### config.mk
export PLATFORM = sky130hd
export DESIGN_NAME = dmem_arbiter
export DESIGN_NICKNAME = d
export VERILOG_FILES = /design/src/rtl/dmem_arbiter.sv
export SDC_FILE = /design/constraint.sdc
export NUM_CORES = 1
export LEC_CHECK = 0
export ABC_CLOCK_PERIOD_IN_PS = 1800
export CAP_MARGIN = 20
export CORE_MARGIN = 2
export CORE_UTILIZATION = 28
export DETAILED_ROUTE_END_ITERATION = 7
export GPL_ROUTABILITY_DRIVEN = 0
export PLACE_DENSITY = 0.84
export SYNTH_ARGS = -nofsm -noshare
export SYNTH_HDL_FRONTEND = slang
export SYNTH_SLANG_ARGS = --single-unit
### constraint.sdc
create_clock -name clk -period 1.8 [get_ports clk]
set_clock_uncertainty 0.15 [all_clocks]
set_input_delay 0.36 -clock clk [delete_from_list [all_inputs] [get_ports clk]]
set_output_delay 0.36 -clock clk [all_outputs]
set_load 0.03 [all_outputs]
### src/rtl/dmem_arbiter.sv
// ---------------------------------------------------------------------------
// dmem_arbiter
//
// Shares one data memory between the core datapath and a debug/loader
// master. The core owns the memory by default. A pending debug request is
// granted when the core is idle, when dbg_halt is set, or after it has
// waited STARVE_LIMIT core-busy cycles. Each debug access is one S_DBG
// cycle followed by one S_ACK cycle.
//
// Handshake: the debug master raises dbg_req with dbg_we/dbg_addr/dbg_wdata
// stable and holds them until it sees dbg_ack (a one-cycle pulse, with
// dbg_rdata valid in that cycle for reads). In the cycle after dbg_ack it
// either drops dbg_req or presents the next request.
//
// Ports:
//   clk, rst_n          clock; synchronous reset, active-high despite name
//   core_mem_*          core memory request (read/write strobes, addr, data)
//   core_rdata          read data to core (pass-through of mem_rdata)
//   core_stall          core must hold its PC and memory request
//   dbg_req/we/addr/wdata  debug request
//   dbg_halt            freeze core and grant debug immediately
//   dbg_ack, dbg_rdata  debug completion pulse and registered read data
//   mem_*               DataMem port (combinational read, write on clk)
//   fsm_state           current arbiter state, for observation
// ---------------------------------------------------------------------------
module dmem_arbiter #(
    parameter int AW           = 8,
    parameter int DW           = 32,
    parameter int STARVE_LIMIT = 4
) (
    input  logic          clk,
    input  logic          rst_n,
    input  logic          core_mem_write,
    input  logic          core_mem_read,
    input  logic [AW-1:0] core_addr,
    input  logic [DW-1:0] core_wdata,
    output logic [DW-1:0] core_rdata,
    output logic          core_stall,
    input  logic          dbg_req,
    input  logic          dbg_we,
    input  logic [AW-1:0] dbg_addr,
    input  logic [DW-1:0] dbg_wdata,
    input  logic          dbg_halt,
    output logic          dbg_ack,
    output logic [DW-1:0] dbg_rdata,
    output logic          mem_write,
    output logic          mem_read,
    output logic [AW-1:0] mem_addr,
    output logic [DW-1:0] mem_wdata,
    input  logic [DW-1:0] mem_rdata,
    output logic [1:0]    fsm_state
);

    typedef enum logic [1:0] {
        S_CORE = 2'd0,
        S_DBG  = 2'd1,
        S_ACK  = 2'd2
    } state_t;

    localparam logic [7:0] LIMIT = 8'(STARVE_LIMIT);

    state_t        state_q, state_d;
    logic [7:0]    wait_cnt_q, wait_cnt_d;
    logic [DW-1:0] dbg_rdata_q, dbg_rdata_d;
    logic          core_busy;

    assign core_busy = core_mem_read | core_mem_write;

    // State register
    always_ff @(posedge clk) begin
        if (rst_n) begin
            state_q     <= S_CORE;
            wait_cnt_q  <= 8'd0;
            dbg_rdata_q <= '0;
        end else begin
            state_q     <= state_d;
            wait_cnt_q  <= wait_cnt_d;
            dbg_rdata_q <= dbg_rdata_d;
        end
    end

    // Next-state logic
    always_comb begin
        state_d     = state_q;
        wait_cnt_d  = wait_cnt_q;
        dbg_rdata_d = dbg_rdata_q;
        case (state_q)
            S_CORE: begin
                if (dbg_req && (dbg_halt || !core_busy || wait_cnt_q == LIMIT)) begin
                    state_d = S_DBG;
                end else if (dbg_req) begin
                    // Core is busy: count the wait, saturating.
                    if (wait_cnt_q != 8'hFF) begin
                        wait_cnt_d = wait_cnt_q + 8'd1;
                    end
                end else begin
                    wait_cnt_d = 8'd0;
                end
            end
            S_DBG: begin
                state_d = S_ACK;
                // Reads capture at the edge; writes leave the old value.
                if (!dbg_we) begin
                    dbg_rdata_d = mem_rdata;
                end
            end
            S_ACK: begin
                state_d    = S_CORE;
                wait_cnt_d = 8'd0;
            end
            default: begin
                state_d    = S_CORE;
                wait_cnt_d = 8'd0;
            end
        endcase
    end

    // Output logic. Reset forces the memory strobes and stall low, so a
    // debug write caught by reset in S_DBG never reaches memory.
    always_comb begin
        mem_addr   = core_addr;
        mem_wdata  = core_wdata;
        mem_write  = 1'b0;
        mem_read   = 1'b0;
        core_stall = 1'b0;
        dbg_ack    = 1'b0;
        if (!rst_n) begin
            case (state_q)
                S_DBG: begin
                    core_stall = 1'b1;
                    mem_addr   = dbg_addr;
                    mem_wdata  = dbg_wdata;
                    mem_write  = dbg_we;
                    mem_read   = !dbg_we;
                end
                S_ACK: begin
                    dbg_ack    = 1'b1;
                    core_stall = dbg_halt;
                    mem_write  = core_mem_write & ~dbg_halt;
                    mem_read   = core_mem_read & ~dbg_halt;
                end
                default: begin
                    // A halted core is stalled, so its strobes are masked.
                    core_stall = dbg_halt;
                    mem_write  = core_mem_write & ~dbg_halt;
                    mem_read   = core_mem_read & ~dbg_halt;
                end
            endcase
        end
    end

    assign core_rdata = mem_rdata;
    assign dbg_rdata  = dbg_rdata_q;
    assign fsm_state  = state_q;

endmodule

* Yosys cells after proc, flatten, opt, wreduce, memory -nomap -nowiden *
Cells that the tools add are included.

word-level totals
  bits in registers = 42
  input port bits = 119
  output and inout bits = 110
  logic and storage cells = 43

operators by class
  add/sub/neg operators = 1
  equal/unequal tests = 7
  muxes and demuxes = 18
  bitwise gates (word level) = 6
  reductions and logical operators = 8

operators by type and width
  kind                                                              count
  32-bit two-way mux                                                2
  8-bit two-way mux                                                 5
  8-bit case mux with 2 select lines                                1
  8-bit by 1-bit adder with 8-bit output (second input constant)    1
  8-bit by 3-bit == test with 1-bit output (second input constant)  1
  1-bit two-way mux                                                 8
  8-bit != test (second input constant)                             1
  2-bit != test (second input constant)                             2
  2-bit case mux with 2 select lines                                1
  3-bit != test (second input constant)                             1
  1-bit NOT                                                         3
  3-bit AND reduction                                               1
  1-bit bitwise AND                                                 2
  2-bit by 1-bit == test with 1-bit output (second input constant)  1
  2-bit == test (second input constant)                             1
  1-bit zero test                                                   2
  2-bit zero test                                                   1
  1-bit logical OR                                                  2
  2-bit two-way mux                                                 1
  2-bit AND reduction                                               1
  1-bit logical AND                                                 1
  1-bit OR                                                          1

* Longest topological paths before layout *
  word-level depth = 7
  gate-level depth with buffers = 6
  gate-level depth less buffers = 6

* Worst setup path before layout *
No wires, ideal clock.

  kind = register to output
  start = register state_q[0], in the netlist fsm_state[0]
  end = output mem_read
  data arrival time = 1,774 ps
  data required time = 1,290 ps
  setup slack = -484 ps
  stages on the path, launching flop included = 6
  buffers on the path = 1
  cell sequence = dfxtp_1 > nand2b_1 > nor2_1 > clkbuf_1 > a21oi_1 > nor2_1

on the way
  cells in the longest elaborated chain, start to end = 3

ends and longest elaborated chain
  what                                      line  source
  start, declared                           62    state_t state_q, state_d;
  start signal, assigned                    76    state_q <= state_d;
  2-bit by 1-bit == test with 1-bit output  128   case (state_q)
  1-bit two-way mux                         n/a
  1-bit two-way mux                         127   if (!rst_n) begin
  end, declared                             47    output logic mem_read,

No other way between the ends.

* Worst setup path after layout *
  start = register state_q[1], in the netlist fsm_state[1]
  end = output mem_addr[1]

on the way
  cells in the longest elaborated chain, start to end = 3

ends and longest elaborated chain
  what                                      line  source
  2-bit by 1-bit == test with 1-bit output  128
  8-bit two-way mux                         128
  8-bit two-way mux                         127
  end, declared                             48    output logic [AW-1:0] mem_addr,

No other way between the ends.

==> metrics.md <==
| Metric | Value |
|---|---|
| Outcome | finished with violations |
| Failing checks | negative setup slack |
| Synth async-reset ratio | 0 |
| Core Rows | 34 |
| Clock Sinks | 42 |
| M3 GR Usage | 0.0631 |
| N_diodes | 0 |
| Final hold viol count | 0 |
| Reg2reg start | wait_cnt_q[1]$_SDFFE_PP0P_ |
| Gr ovfl total | 0 |
| Initial antenna violation count | 0 |
| Post-synth top area share | 0.333 |
| Most common cell after layout, fill and taps aside | clkdlybuf4s50_1 |
| Worst hold margin | 302 ps |
| Number of CTS-inserted buffers | 5 |
| CTS tree | yes |
| Detail Route Antenna Nets | 0 |
| Hold EP | dbg_rdata[8]$_SDFFE_PP0P_ |
| WS Path Type | flop to output pin |
| Wire length per cell | 16.1 um |
| Synth Net Count | 428 |
| Period minus WS final | 2260 ps |
| Met1 Use GR | 0.173 |
| Routed vias | 3020 |
| Htree depth | 2 |
| Setup slack after layout | -457 ps |
| Clock Pin Slew Worst Setup and Hold Paths | 80 ps |
| Netlist Area Pre-Place | 0.00253 sq mm |
| Slew margin rel. | 0.682 |
| Post-route cell area | 0.00511 sq mm |
| Setup-failing EPs final | 46 |
| Routed WL | 10300 um |
| CTS Buffer Depth | 2 |
| Element type at the critical path end | output pin |
| Drt first pass iters | 4 |
| Starting Density | 0.290 |
| Maximum vdd drop | 0.000291 V |
| Die area | 0.00980 sq mm |
| First-pass GRT wire length | 14500 um |
| Io pins | 229 |
| Post-Place Cell Area | 0.00481 sq mm |
| FF-to-FF path depth | 6 |
| Clk Latency, worst-skew pair | 290 ps |
| DRT iter0 DRCs | 108 |
| PwrDens | 521 mW/mm^2 |
| Hpwl dp | 8010 um |
| Pre-CTS setup slack | -476 ps |
| Critical path fanouts, max | 15 |
| Synth top area cells | dfxtp_1 (33%), mux2_2 (18%), nand2_1 (12%) |
| Most frequent cells in the layout | clkdlybuf4s50_1 (116), nand2_1 (79), buf_4 (65) |
| Syn Inst Count | 307 |
| Tcrit/Tclk final | 1.25 |
| GRT Util Overall | 0.186 |
| Hold-fix buffers, CTS | 0 |
| RR Endpoint | wait_cnt_q[5]$_SDFFE_PP0P_ |
| GR peak layer | met2 |
| Die X | 99.0 um |
| Number of synthesis warnings | 0 |
| Layout cells sized above 1 | 0.363 |
| Number of port buffers | 228 |
| Vias per Instance | 4.74 |
| Core Area | 0.00872 sq mm |
| Die height | 99.0 um |
| Hold Path Class | flop to flop |
| Nets@finish | 649 |
| GR met2 Demand/Resource | 0.375 |
| Max_cap viols | 0 |
| Pin count of the biggest net entering global routing | 40 |
| Worst-Margin Slew | 477 ps |
| CP Data Required Time | 1290 ps |
| Critical Path AT | 1750 ps |
| FF+latch count, synth | 42 |
| Tot Pwr | 2.66 mW |
| Layout area overhead | 102% |
| Worst reg-to-reg setup slack | -80 ps |
| Vias in the first global route | 2980 |
| Root buffer cell | clkbuf_8 |
| Crit path launch type | flop |
| EDFF count, synth | 0 |
| WHS Path Cells | 2 |
| Synth area leader | dfxtp_1 |
| Residual DRC | 0 |
| Primary FF master, synth | dfxtp_1 |
| Sequential fraction of the synthesis area | 0.333 |
| Avg Cell Area, Syn | 8.23 sq um |
| RSZ-0062 raised after global routing | yes |
| Synth unique cells | 40 |
| Static leakage | 2.12 nW |
| Achievable Freq | 443 MHz |
| Origin of the worst min-delay path | dbg_rdata[8]$_SDFFE_PP0P_ |
| Final slew viol count | 0 |
routing by layer:
layer / vias up / part of all wire
met5: - / 0
met4: 0 / 0.020
li1: 1468 / -
met3: 13 / 0.099
met2: 166 / 0.56
met1: 1373 / 0.32
cell usage after synthesis, types with 2 or more instances:
cell / instances
clkbuf_1: 10
nor2_1: 6
nor3b_1: 2
o211ai_1: 5
o32a_2: 2
nand3_1: 5
inv_1: 3
a21oi_1: 37
nand4_1: 3
buf_2: 5
buf_4: 32
ha_1: 2
nor3_1: 2
nand2b_1: 2
nand2_1: 79
mux2_2: 40
o21ai_0: 6
nor4_1: 2
or3_1: 2
dfxtp_1: 42
kinds of logic after synthesis:
group	Yosys count	synth area share
compound gates	58	0.138
fa+ha+maj	2	0.00990
buf+inv	52	0.130
flops	42	0.333
mux	41	0.182
simple gates	112	0.207
worst max path at each step:
stage	end	cells past startpoint	from	slack, ps
2_1_floorplan	mem_wdata[11]	4	fsm_state[1]$_SDFFE_PP0P_	-10
3_3_place_gp	mem_wdata[15]	5	rst_n	-450
3_5_place_dp	mem_wdata[22]	5	rst_n	-480
4_1_cts	mem_addr[7]	6	fsm_state[1]$_SDFFE_PP0P_	-490
5_1_grt	mem_addr[7]	6	fsm_state[1]$_SDFFE_PP0P_	-500
6_report	mem_addr[1]	5	fsm_state[1]$_SDFFE_PP0P_	-460
metrics by stage:
stage,util,std cells,TNS (ps)
after floorplan,-,307,-242
after global placement,0.552,619,-16710
after detailed placement,0.552,619,-17780
after CTS,0.572,628,-17560
after global routing,0.586,637,-19020
final,0.586,637,-16780
worst max-delay path: stages (launching register included):
cell             delay, ps
dfxtp_2                320
nand2b_4               140
nor2_4                 150
clkbuf_16              210
mux2_2                 340
clkdlybuf4s15_2        290
power by group:
group          internal [mW]  switching, mW  total, mW
Combinational          0.528          0.500       1.03
Sequential             0.950         0.0108      0.961
Clock                  0.359          0.313      0.672
Total                   1.84          0.824       2.66
area by class of cell:
cell class	instances	area [sq um]
flip-flops and latches	42	848
clock buffers	8	101
well taps	108	135
multi-input cells	213	1540
inverters	3	11.3
repair buffers	263	2470
fillers	758	3610
timing repair:
| item | in CTS | in global routing |
|---|---|---|
| pin swaps | 4 | 12 |
| setup endpoints to repair | 82 | 51 |
| gates resized for setup | 139 | 56 |
| cloned | 0 | 1 |
| buffers inserted | 1 | 9 |
registers in the layout (all words and copies together), names as in the netlist:
| signal | cells |
|---|---|
| fsm_state | 2 |
| wait_cnt_q | 8 |
| dbg_rdata | 32 |
Note: power is estimated with default switching activity, not from simulation.
